## src/rtl/count_tick_ctrl_pkg.sv

```systemverilog
// Shared constants for the count tick control front end.
//   DEF_DIV        default clk cycles per tick period
//   DEF_DB_CYCLES  default debounce stability window
//   SYNC_STAGES    depth of the input synchronisers
//   clog2()        counter width able to hold 0..n-1 (never less than 1 bit)
package count_pkg;

  localparam int DEF_DIV       = 10_000_000;
  localparam int DEF_DB_CYCLES = 1_000_000;
  localparam int SYNC_STAGES   = 2;

  function automatic int clog2(input int n);
    int w;
    w = 1;
    for (int i = 1; i < 32; i++)
      if ((longint'(1) << i) < longint'(n)) w = i + 1;
    return w;
  endfunction

endpackage

```

## src/rtl/count_tick_ctrl_if.sv

```systemverilog
// Board-side bundle of count_tick_ctrl.
//   SW, BTN_pause, BTN_step : raw switch / push-buttons into the block
//   tick, dir, paused       : controls towards the counter stage
// slave modport is the block's view, master is the driver's view.
interface count_tick_ctrl_if;
  logic SW;
  logic BTN_pause;
  logic BTN_step;
  logic tick;
  logic dir;
  logic paused;

  modport master (output SW, BTN_pause, BTN_step, input tick, dir, paused);
  modport slave  (input SW, BTN_pause, BTN_step, output tick, dir, paused);
endinterface

```

## src/rtl/count_tick_ctrl_debounce.sv

```systemverilog
// debounce: SYNC_STAGES-FF synchroniser followed by a stability filter and
// rise detector for one raw board input.
//   clk, rst_n : clock, asynchronous active-low reset
//   din        : raw asynchronous input
//   level      : debounced level, flips after DB_CYCLES consecutive
//                synchronised samples that differ from it
//   rise       : one-cycle pulse on the cycle level is 1 after being 0
module debounce
  import count_pkg::*;
#(
  parameter int DB_CYCLES = DEF_DB_CYCLES
) (
  input  logic clk,
  input  logic rst_n,
  input  logic din,
  output logic level,
  output logic rise
);

  localparam int CW = clog2(DB_CYCLES);

  logic [SYNC_STAGES-1:0] sync;
  logic [CW-1:0]          cnt;
  logic                   level_prev;
  logic                   s_in;

  assign s_in = sync[SYNC_STAGES-1];

  always_ff @(posedge clk or negedge rst_n) begin
    if (!rst_n) begin
      sync       <= '0;
      cnt        <= '0;
      level      <= 1'b0;
      level_prev <= 1'b0;
    end else begin
      sync       <= {sync[SYNC_STAGES-2:0], din};
      level_prev <= level;
      // Any sample agreeing with the held level restarts the window, so
      // bounces shorter than DB_CYCLES never reach the flip.
      if (s_in == level) begin
        cnt <= '0;
      end else if (cnt == CW'(DB_CYCLES - 1)) begin
        level <= ~level;
        cnt   <= '0;
      end else begin
        cnt <= cnt + CW'(1);
      end
    end
  end

  assign rise = level & ~level_prev;

endmodule

```

## src/rtl/count_tick_ctrl.sv

```systemverilog
// count_tick_ctrl: count-enable tick generator and direction register for
// the reversible counter stage.
//   clk    : system clock
//   RST_n  : asynchronous active-low reset
//   io     : slave side of count_tick_ctrl_if
//            SW (1 = up), BTN_pause (toggles run/pause), BTN_step
//            tick (one-cycle enable, every DIV cycles while running)
//            dir (debounced SW, frozen across each tick), paused
// Build option: define STEP_EN to make debounced BTN_step rises issue a
// single tick while paused. Without it BTN_step is ignored and its
// debouncer is not built.
module count_tick_ctrl
  import count_pkg::*;
#(
  parameter int DIV       = DEF_DIV,
  parameter int DB_CYCLES = DEF_DB_CYCLES
) (
  input logic              clk,
  input logic              RST_n,
  count_tick_ctrl_if.slave io
);

  localparam int PW = clog2(DIV);

  logic [PW-1:0] pre;
  logic          tick_q, dir_q, paused_q;
  logic          sw_lvl, pause_rise, step_go;
  logic          wrap, run, tick_d;
  logic          unused_sw_rise, unused_pause_lvl;

  debounce #(.DB_CYCLES(DB_CYCLES)) u_db_sw (
    .clk   (clk),
    .rst_n (RST_n),
    .din   (io.SW),
    .level (sw_lvl),
    .rise  (unused_sw_rise)
  );

  debounce #(.DB_CYCLES(DB_CYCLES)) u_db_pause (
    .clk   (clk),
    .rst_n (RST_n),
    .din   (io.BTN_pause),
    .level (unused_pause_lvl),
    .rise  (pause_rise)
  );

`ifdef STEP_EN
  logic step_rise, unused_step_lvl;

  debounce #(.DB_CYCLES(DB_CYCLES)) u_db_step (
    .clk   (clk),
    .rst_n (RST_n),
    .din   (io.BTN_step),
    .level (unused_step_lvl),
    .rise  (step_rise)
  );

  // A pause edge in the same cycle wins over the step.
  assign step_go = step_rise & paused_q & ~pause_rise;
`else
  logic unused_step;
  assign unused_step = io.BTN_step;
  assign step_go     = 1'b0;
`endif

  assign wrap = (pre == PW'(DIV - 1));
  // A pause edge freezes the prescaler in its own cycle, so a pause landing
  // on the wrap keeps pre at DIV-1 and the tick fires on the first run
  // cycle after resume.
  assign run    = ~paused_q & ~pause_rise;
  assign tick_d = (run & wrap) | step_go;

  always_ff @(posedge clk or negedge RST_n) begin
    if (!RST_n) begin
      pre      <= '0;
      tick_q   <= 1'b0;
      dir_q    <= 1'b0;
      paused_q <= 1'b0;
    end else begin
      paused_q <= paused_q ^ pause_rise;
      if (run) pre <= wrap ? '0 : pre + PW'(1);
      tick_q <= tick_d;
      // Holding dir on the tick-load edge keeps it constant before, during
      // and after every tick.
      if (!tick_d) dir_q <= sw_lvl;
    end
  end

  assign io.tick   = tick_q;
  assign io.dir    = dir_q;
  assign io.paused = paused_q;

endmodule

```

## src/flat_wrapper.sv

```systemverilog
// flat-port wrapper written by rule: the top's interface ports become plain ports
module count_tick_ctrl_flat import count_pkg::*;
#(
  parameter int DIV       = DEF_DIV,
  parameter int DB_CYCLES = DEF_DB_CYCLES
)
  (clk, RST_n, io_SW, io_BTN_pause, io_BTN_step, io_tick, io_dir, io_paused);
  count_tick_ctrl_if io_i ();
  input logic clk;
  input logic RST_n;
  input wire logic [$bits(io_i.SW)-1:0] io_SW;
  input wire logic [$bits(io_i.BTN_pause)-1:0] io_BTN_pause;
  input wire logic [$bits(io_i.BTN_step)-1:0] io_BTN_step;
  output wire logic [$bits(io_i.tick)-1:0] io_tick;
  output wire logic [$bits(io_i.dir)-1:0] io_dir;
  output wire logic [$bits(io_i.paused)-1:0] io_paused;
  assign io_i.SW = io_SW;
  assign io_i.BTN_pause = io_BTN_pause;
  assign io_i.BTN_step = io_BTN_step;
  assign io_tick = io_i.tick;
  assign io_dir = io_i.dir;
  assign io_paused = io_i.paused;
  count_tick_ctrl #(.DIV(DIV), .DB_CYCLES(DB_CYCLES)) u_core (.clk(clk), .RST_n(RST_n), .io(io_i));
endmodule
```

## config.mk

```make
export PLATFORM = sky130hd
export DESIGN_NAME = count_tick_ctrl_flat
export DESIGN_NICKNAME = d
export VERILOG_FILES = /design/src/rtl/count_tick_ctrl_pkg.sv /design/src/rtl/count_tick_ctrl_if.sv /design/src/rtl/count_tick_ctrl_debounce.sv /design/src/rtl/count_tick_ctrl.sv /design/src/flat_wrapper.sv
export SDC_FILE = /design/constraint.sdc
export NUM_CORES = 1
export LEC_CHECK = 0
export CAP_MARGIN = 20
export CELL_PAD_IN_SITES_DETAIL_PLACEMENT = 1
export CELL_PAD_IN_SITES_GLOBAL_PLACEMENT = 1
export CORE_AREA = 2 2 93 95
export DETAILED_ROUTE_END_ITERATION = 8
export DIE_AREA = 0 0 95 97
export PLACE_DENSITY = 0.75
export SKIP_CTS_REPAIR_TIMING = 1
export SLEW_MARGIN = 10
export SYNTH_ARGS = -nofsm -noshare
export SYNTH_HDL_FRONTEND = slang
export SYNTH_SLANG_ARGS = --single-unit
```

## constraint.sdc

```tcl
create_clock -name clk -period 2.1 [get_ports clk]
set_input_delay 0.63 -clock clk [delete_from_list [all_inputs] [get_ports clk]]
set_output_delay 0.63 -clock clk [all_outputs]
set_load 0.05 [all_outputs]
```

==> impl_metrics.prom, run 1 <==
# TYPE chip_impl_metric gauge
chip_impl_metric{name="avgRoutedWirePerCell",unit="um"} 16.2
chip_impl_metric{name="synth_cell_types",unit=""} 39
chip_impl_metric{name="wirelength",unit="mm"} 8.04
chip_impl_metric{name="grt_start_max_net_pins",unit=""} 34
chip_impl_metric{name="grt_pass1_vias",unit=""} 2951
chip_impl_metric{name="global_route_wire_length_before_repair",unit="mm"} 14.1
chip_impl_metric{name="ys_ff_latch",unit=""} 74
chip_impl_metric{name="first_iter_violations",unit=""} 87
chip_impl_metric{name="asyncSetResetFlopFracSynth",unit=""} 1.00
chip_impl_info{name="synth_most_common_cell",value="sky130_fd_sc_hd__dfrtp_1"} 1
chip_impl_metric{name="routed_via_density",unit=""} 5.56
chip_impl_info{name="yosys.area.top_type",value="sky130_fd_sc_hd__dfrtp_1"} 1
chip_impl_metric{name="route.vias.total",unit=""} 2757
chip_impl_metric{name="yosysTopAreaCellShare",unit=""} 0.524
chip_impl_metric{name="synth-warning-count",unit=""} 0
chip_impl_metric{name="multiInputGateArea",unit="um2"} 1630
chip_impl_metric{name="power.static_leakage",unit="uW"} 0.00171
chip_impl_metric{name="combinationalPowerShare",unit=""} 0.033
chip_impl_metric{name="clock_latency",unit="ns"} 0.35
chip_impl_metric{name="synthesis.nets",unit=""} 357
chip_impl_info{name="synth.top_cells.by_count",value="sky130_fd_sc_hd__dfrtp_1, sky130_fd_sc_hd__nor2_1, sky130_fd_sc_hd__xnor2_1"} 1
chip_impl_metric{name="n_fill_cell",unit=""} 892
chip_impl_metric{name="setup_viol",unit=""} 0
chip_impl_metric{name="cts_made_buffers",unit=""} 9
chip_impl_info{name="worstSetupStartpoint",value="u_core.pre[5]"} 1
chip_impl_metric{name="drt_pre_antenna_iters",unit=""} 4
chip_impl_metric{name="overflow",unit=""} 0
chip_impl_metric{name="synth-seq-area-share",unit=""} 0.524
chip_impl_metric{name="post-route-period-util",unit=""} 0.958
chip_impl_metric{name="ctsHtreeMaxLevel",unit=""} 3
chip_impl_metric{name="power.net_switching",unit="uW"} 583
chip_impl_metric{name="antennaDiodeCount",unit=""} 0
chip_impl_metric{name="place.detailed.hpwl",unit="mm"} 5.67
chip_impl_metric{name="post_syn_area_per_cell",unit="um2"} 10.2
chip_impl_metric{name="worst_path_required_time",unit="ns"} 2.37
chip_impl_metric{name="die_h",unit="um"} 97
chip_impl_metric{name="dr_drc_count",unit=""} 0
chip_impl_metric{name="finalPower",unit="uW"} 2540
chip_impl_metric{name="antenna_violations_before_repair",unit=""} 0
chip_impl_info{name="regToRegStartpoint",value="u_core.pre[5]"} 1
chip_impl_metric{name="area.growth.synth_to_final",unit="%"} 16.2
chip_impl_metric{name="post_route_cells_drive_above_1_share",unit=""} 0.151
chip_impl_info{name="synth_top_flop_cell",value="sky130_fd_sc_hd__dfrtp_1"} 1
chip_impl_metric{name="power_per_cell_area",unit="nW/um2"} 618
chip_impl_metric{name="report.final.slew_viol_count",unit=""} 0
chip_impl_info{name="crit_type",value="flop to flop"} 1
chip_impl_metric{name="clock_skew",unit="ns"} 0.0130
chip_impl_metric{name="grt_util_all_layers",unit=""} 0.193
chip_impl_metric{name="placement_rows",unit=""} 33
chip_impl_metric{name="post-route-util",unit=""} 0.505
chip_impl_metric{name="numClockSinks",unit=""} 74
chip_impl_info{name="tritoncts",value="built"} 1
chip_impl_metric{name="die_x",unit="um"} 95
chip_impl_metric{name="post_synth_inst_count",unit=""} 348
chip_impl_metric{name="postRouteAntennaNets",unit=""} 0
chip_impl_info{name="grt_setup_unrepaired",value="no"} 1
chip_impl_metric{name="worst_ep_arrival_time",unit="ns"} 2.28
chip_impl_info{name="startpoint_type",value="flop"} 1
chip_impl_metric{name="max_cap_viol_count",unit=""} 0
chip_impl_metric{name="placer_congestion",unit=""} 0.784
chip_impl_metric{name="reg2reg_slack",unit="ns"} 0.09
chip_impl_info{name="status",value="completed"} 1
chip_impl_metric{name="slew_headroom",unit=""} 0.644
chip_impl_metric{name="intPower",unit="uW"} 1960
chip_impl_metric{name="cts-root-to-sink-buffers",unit=""} 2
chip_impl_info{name="synth_area_leaders",value="sky130_fd_sc_hd__dfrtp_1, sky130_fd_sc_hd__xnor2_1, sky130_fd_sc_hd__nor2_1"} 1
chip_impl_metric{name="fp.dieArea",unit="um2"} 9220
chip_impl_metric{name="design.core.area",unit="um2"} 8130
chip_impl_info{name="worst_hold_path_type",value="input pin to asynchronous set/reset pin"} 1
chip_impl_metric{name="timing.final.hold_violations",unit=""} 0
chip_impl_info{name="end_kind",value="flop"} 1
chip_impl_metric{name="fmaxAchievable",unit="MHz"} 497
chip_impl_metric{name="worst_case_vdd_ir_drop",unit="mV"} 0.316
chip_impl_metric{name="worst-slew-pin-transition",unit="ns"} 0.530
chip_impl_metric{name="power.share.switching",unit=""} 0.230
chip_impl_metric{name="timing.critical_path.fanout_max",unit=""} 5
chip_impl_metric{name="clk_transition_reported_paths",unit="ns"} 0.08
chip_impl_metric{name="p_seq_frac",unit=""} 0.571
chip_impl_metric{name="top_level_ports",unit=""} 8
chip_impl_metric{name="nets",unit=""} 395
chip_impl_metric{name="syn-cell-area",unit="um2"} 3530
chip_impl_metric{name="post-route-min-period",unit="ns"} 2.01
chip_impl_metric{name="numPortBuffers",unit=""} 6
chip_impl_metric{name="initial_core_utilization",unit=""} 0.434
chip_impl_metric{name="register_area",unit="um2"} 1850
chip_impl_metric{name="edff_count_synth",unit=""} 0
chip_impl_info{name="clk_tree_root_cell",value="sky130_fd_sc_hd__clkbuf_8"} 1
chip_impl_metric{name="clock_power_share",unit=""} 0.396
[layout make-up]
class                           count  area share
Tap cell                          105      0.0320
Multi-Input combinational cell    255       0.397
Inverter                           13      0.0119
Timing Repair Buffer               33      0.0658
Clock buffer                       13      0.0387
Clock inverter                      3     0.00366
Sequential cell                    74       0.451
[registers in the layout (all words and copies together) (netlist names)]
register,count
u_core.u_db_pause.level,1
u_core.io.dir,1
u_core.u_db_sw.sync,2
u_core.u_db_pause.cnt,20
u_core.u_db_pause.level_prev,1
u_core.u_db_sw.level,1
u_core.u_db_pause.sync,2
u_core.io.paused,1
u_core.u_db_sw.cnt,20
u_core.pre,24
u_core.io.tick,1
[metrics by stage]
step	worst slack, ns	TNS, ns	std cells	hold WS (ns)	area, um2
3_5_place_dp	0.0973	0	479	0.363	3920
5_1_grt	0.0171	0	496	0.237	4110
2_1_floorplan	0.0165	0	348	0.331	3550
6_report	0.0873	0	496	0.210	4110
4_1_cts	-0.0134	-0.0134	495	0.221	4100
3_3_place_gp	0.124	0	479	0.361	3920
[worst paths after layout]
check	end	depth (start not counted)
max	u_core.pre[23]	4
min	u_core.pre[1]	1
max reg2reg	u_core.pre[23]	4
min reg2reg	u_core.u_db_sw.sync[1]	0
max in group asynchronous	u_core.u_db_sw.cnt[5]	2
min in group clk	u_core.u_db_sw.sync[1]	0
[metal layers]
layer / wire length [um] / global-route usage / vias to the layer above
met1: 3770 / 0.255 / 1383
li1: - / - / 1326
met3: 192 / 0.0350 / 16
met4: 164 / 0.0736 / 0
met2: 3910 / 0.312 / 32
met5: 0 / 0 / -
[cells by family (layout without fill, tap and decap cells)]
kind of cell,Yosys count,in the layout,synth area share
flip-flops,74,74,0.524
XOR/XNOR,44,44,0.109
AO/OA/AOI/OAI,37,37,0.0627
adder cells (fa/ha/maj),4,4,0.0142
AND/OR/NAND/NOR,166,166,0.257
buffers and inverters,19,62,0.0205
multiplexers,4,4,0.0124
[worst max-delay path: stages, from the launching register on]
cell                      delay (ns)
sky130_fd_sc_hd__dfrtp_1        0.45
sky130_fd_sc_hd__nand3_1        0.20
sky130_fd_sc_hd__or4_1          0.59
sky130_fd_sc_hd__or4_1          0.54
sky130_fd_sc_hd__a21oi_1        0.16
[cell usage in the layout, fill, tap and decap left out, drive strengths merged]
master         Yosys  layout
dfrtp             74      74
nor2              38      38
xnor2             32      32
buf                1      30
nand3             26      26
nand2             21      21
nand4             17      17
a21oi             14      14
inv               13      13
clkbuf             5      13
xor2              12      12
nor4              12      12
nor3              12      12
o21ai             11      11
or4                9       9
or3                9       9
and3               8       8
o31ai              5       5
nor4b              4       4
ha                 4       4
mux2               3       3
clkinv             0       3
and4               3       3
nand4b             2       2
nor4bb             2       2
clkdlybuf4s50      0       2
nand2b             1       1
o41ai              1       1
and2               1       1
a21boi             1       1
o21ba              1       1
nor3b              1       1
a41oi              1       1
a31oi              1       1
o2bb2ai            1       1
mux2i              1       1
a31o               1       1
dlymetal6s2s       0       1
[power groups by stage]
| stage | Combinational [uW] | Clock [uW] | Sequential, uW |
|---|---|---|---|
| 2_1_floorplan | 27.9 | 0 | 1480 |
| 3_3_place_gp | 84.5 | 0 | 1480 |
| 3_5_place_dp | 86.3 | 0 | 1480 |
| 4_1_cts | 86.6 | 1030 | 1450 |
| 5_1_grt | 97.2 | 1110 | 1450 |
| 6_report | 83.5 | 1000 | 1450 |
Power figures use the tool's default switching activity.
==> run 2, diff against run 1 <==
Settings changed: SETUP_SLACK_MARGIN from default to 0.15.
==> run 2 against run 1 <==
Compared with the run above: core utilization up 2.3 points; die area unchanged; fmax down 1.5%; wire length up 8.5%; hold slack worse by 0.046 ns; clock skew up 0.0053 ns; clock power up 12%; highest routed layer unchanged; sequential power about the same.
==> impl_metrics.prom, run 2 (synthesis results as in run 1) <==
# TYPE chip_impl_metric gauge
chip_impl_metric{name="critical-path-max-stage-delay",unit="ns"} 0.55
chip_impl_metric{name="ctsHtreeMaxLevel",unit=""} 3
chip_impl_metric{name="drt_pre_antenna_iters",unit=""} 4
chip_impl_metric{name="first_iter_violations",unit=""} 95
chip_impl_metric{name="grt_pass1_vias",unit=""} 3129
chip_impl_metric{name="power_per_cell_area",unit="nW/um2"} 619
chip_impl_info{name="top_register",value="u_core.pre"} 1
chip_impl_metric{name="worstPathBufferInverterCount",unit=""} 0
chip_impl_info{name="startpoint_type",value="flop"} 1
chip_impl_metric{name="placer_congestion",unit=""} 0.763
chip_impl_info{name="clk_tree_root_cell",value="sky130_fd_sc_hd__clkbuf_8"} 1
chip_impl_metric{name="fin_hold_ws",unit="ns"} 0.164
chip_impl_metric{name="top_level_ports",unit=""} 8
chip_impl_metric{name="global_route_wire_length_before_repair",unit="mm"} 14.8
chip_impl_metric{name="nets",unit=""} 399
chip_impl_info{name="top_regs",value="u_core.pre x24, u_core.u_db_pause.cnt x20, u_core.u_db_sw.cnt x20"} 1
chip_impl_metric{name="fmaxAchievable",unit="MHz"} 489
chip_impl_metric{name="overflow",unit=""} 0
chip_impl_metric{name="antenna_violations_before_repair",unit=""} 0
chip_impl_metric{name="grt_start_max_net_pins",unit=""} 33
chip_impl_info{name="worst_hold_path_type",value="input pin to asynchronous set/reset pin"} 1
chip_impl_metric{name="worst-slew-pin-transition",unit="ns"} 0.532
chip_impl_metric{name="max_cap_viol_count",unit=""} 0
chip_impl_info{name="commonest_cells_after_routing_fill_and_taps_aside",value="sky130_fd_sc_hd__dfrtp_1, sky130_fd_sc_hd__nor2_1, sky130_fd_sc_hd__xnor2_1"} 1
chip_impl_metric{name="initial_core_utilization",unit=""} 0.434
chip_impl_metric{name="route.vias.total",unit=""} 2844
chip_impl_info{name="crit_slowest_cell",value="sky130_fd_sc_hd__or4_1"} 1
chip_impl_info{name="commonest_non_fill_non_tap_cell_in_the_layout",value="sky130_fd_sc_hd__dfrtp_1"} 1
chip_impl_info{name="worstSetupStartpoint",value="u_core.u_db_pause.level"} 1
chip_impl_metric{name="cts-root-to-sink-buffers",unit=""} 2
chip_impl_info{name="largest_delay_share_family_worst_path",value="simple AND/OR/NAND/NOR gates"} 1
chip_impl_metric{name="grt_util_all_layers",unit=""} 0.202
chip_impl_metric{name="place.detailed.hpwl",unit="mm"} 5.89
chip_impl_metric{name="cts_made_buffers",unit=""} 9
chip_impl_metric{name="clock_latency",unit="ns"} 0.36
chip_impl_metric{name="post-route-period-util",unit=""} 0.973
chip_impl_metric{name="timing.critical_path.fanout_max",unit=""} 4
chip_impl_metric{name="placement_rows",unit=""} 33
chip_impl_info{name="worstSetupEndpoint",value="u_core.pre[23]"} 1
chip_impl_metric{name="dr_drc_count",unit=""} 0
chip_impl_metric{name="worst_path_required_time",unit="ns"} 2.38
chip_impl_info{name="timing.critical_path.cells",value="nand2b_1 > ha_4 > nand3_4 > or4_4 > or4_1 > a21oi_1"} 1
chip_impl_info{name="crit_type",value="flop to flop"} 1
chip_impl_info{name="grt_setup_unrepaired",value="yes"} 1
chip_impl_metric{name="clk_transition_reported_paths",unit="ns"} 0.09
chip_impl_metric{name="clock_skew",unit="ns"} 0.0183
chip_impl_metric{name="post-route-util",unit=""} 0.528
chip_impl_metric{name="antennaDiodeCount",unit=""} 0
chip_impl_metric{name="worst_ep_arrival_time",unit="ns"} 2.32
chip_impl_metric{name="critical_path_cell_count",unit=""} 6
chip_impl_metric{name="numClockSinks",unit=""} 74
chip_impl_metric{name="largest_register_ffs",unit=""} 24
chip_impl_metric{name="die_h",unit="um"} 97
chip_impl_metric{name="slew_headroom",unit=""} 0.642
chip_impl_metric{name="die_x",unit="um"} 95
chip_impl_metric{name="area.growth.synth_to_final",unit="%"} 21.6
chip_impl_metric{name="worst_case_vdd_ir_drop",unit="mV"} 0.359
chip_impl_metric{name="rr_worst_depth",unit=""} 6
chip_impl_info{name="end_kind",value="flop"} 1
chip_impl_metric{name="report.final.slew_viol_count",unit=""} 0
chip_impl_metric{name="reg2reg_slack",unit="ns"} 0.06
chip_impl_metric{name="post-route-min-period",unit="ns"} 2.04
chip_impl_metric{name="design.core.area",unit="um2"} 8130
chip_impl_info{name="regToRegStartpoint",value="u_core.u_db_pause.level"} 1
chip_impl_metric{name="routed_via_density",unit=""} 5.69
chip_impl_metric{name="fp.dieArea",unit="um2"} 9220
chip_impl_metric{name="numPortBuffers",unit=""} 6
chip_impl_metric{name="finalPower",unit="uW"} 2660
chip_impl_metric{name="postRouteAntennaNets",unit=""} 0
chip_impl_metric{name="power.static_leakage",unit="uW"} 0.00177
chip_impl_metric{name="setup_viol",unit=""} 0
chip_impl_info{name="status",value="completed"} 1
chip_impl_info{name="worst_r2r_endpoint",value="u_core.pre[23]"} 1
chip_impl_info{name="tritoncts",value="built"} 1
chip_impl_metric{name="setup_total_negative_slack",unit="ns"} 0
chip_impl_metric{name="wirelength",unit="mm"} 8.72
chip_impl_metric{name="avgRoutedWirePerCell",unit="um"} 17.4
chip_impl_metric{name="post_route_cells_drive_above_1_share",unit=""} 0.205
chip_impl_metric{name="timing.final.hold_violations",unit=""} 0
## run 2: cell types whose count changed in the layout (fill, tap and decap cells not counted), moves of 3 or more
cell and delta:
sky130_fd_sc_hd__or4_1 -3, sky130_fd_sc_hd__clkinv_4 +3, sky130_fd_sc_hd__dfrtp_1 -6, sky130_fd_sc_hd__dfrtp_2 +6
sky130_fd_sc_hd__or4_4 +3
## run 2: worst min-delay path by stage
stage / endpoint / depth (start not counted)
after detailed placement: u_core.u_db_pause.sync[1] / 0
final: u_core.pre[0] / 1
after global routing: u_core.pre[0] / 1
after global placement: u_core.u_db_pause.sync[1] / 0
after floorplan: u_core.io.dir / 0
after CTS: u_core.pre[1] / 1
## run 2: report_power, final
part	total, uW	internal, uW	switching [uW]	leakage [uW]
Clock	1120	553	569	0.0000964
Sequential	1450	1440	14.0	0.000994
Combinational	87.8	31.8	56.0	0.000678
## run 2: cell type report
cell class / instances / area, um2
inverter: 13 / 48.8
timing repair buffer: 37 / 333
clock inverter: 6 / 68.8
clock buffer: 10 / 128
sequential: 74 / 1860
tap: 105 / 131
multi-input combinational: 255 / 1730
fill: 905 / 3840
## run 2: metal layers
metal  routed length (um)  vias up  share of wire  track usage
met1                 3960     1484           0.45        0.255
met5                    0        -              0            0
met3                  149        8          0.017       0.0327
met4                  119        0          0.014       0.0702
li1                     -     1332              -            -
met2                 4500       20           0.52        0.346
## run 2: worst register-to-register path, cell delays in order (launching register included)
cell                       delay, ns
sky130_fd_sc_hd__dfrtp_1        0.40
sky130_fd_sc_hd__nand2b_1       0.13
sky130_fd_sc_hd__ha_4           0.17
sky130_fd_sc_hd__nand3_4        0.09
sky130_fd_sc_hd__or4_4          0.45
sky130_fd_sc_hd__or4_1          0.55
sky130_fd_sc_hd__a21oi_1        0.16
## run 2: stage by stage
stage	setup slack (ns)	cells	instance area, um2
3_3_place_gp	0.0758	474	3930
3_5_place_dp	0.0262	474	3930
6_report	0.0563	500	4300
5_1_grt	-0.0139	500	4300
2_1_floorplan	0.0423	348	3580
4_1_cts	-0.0295	490	4130
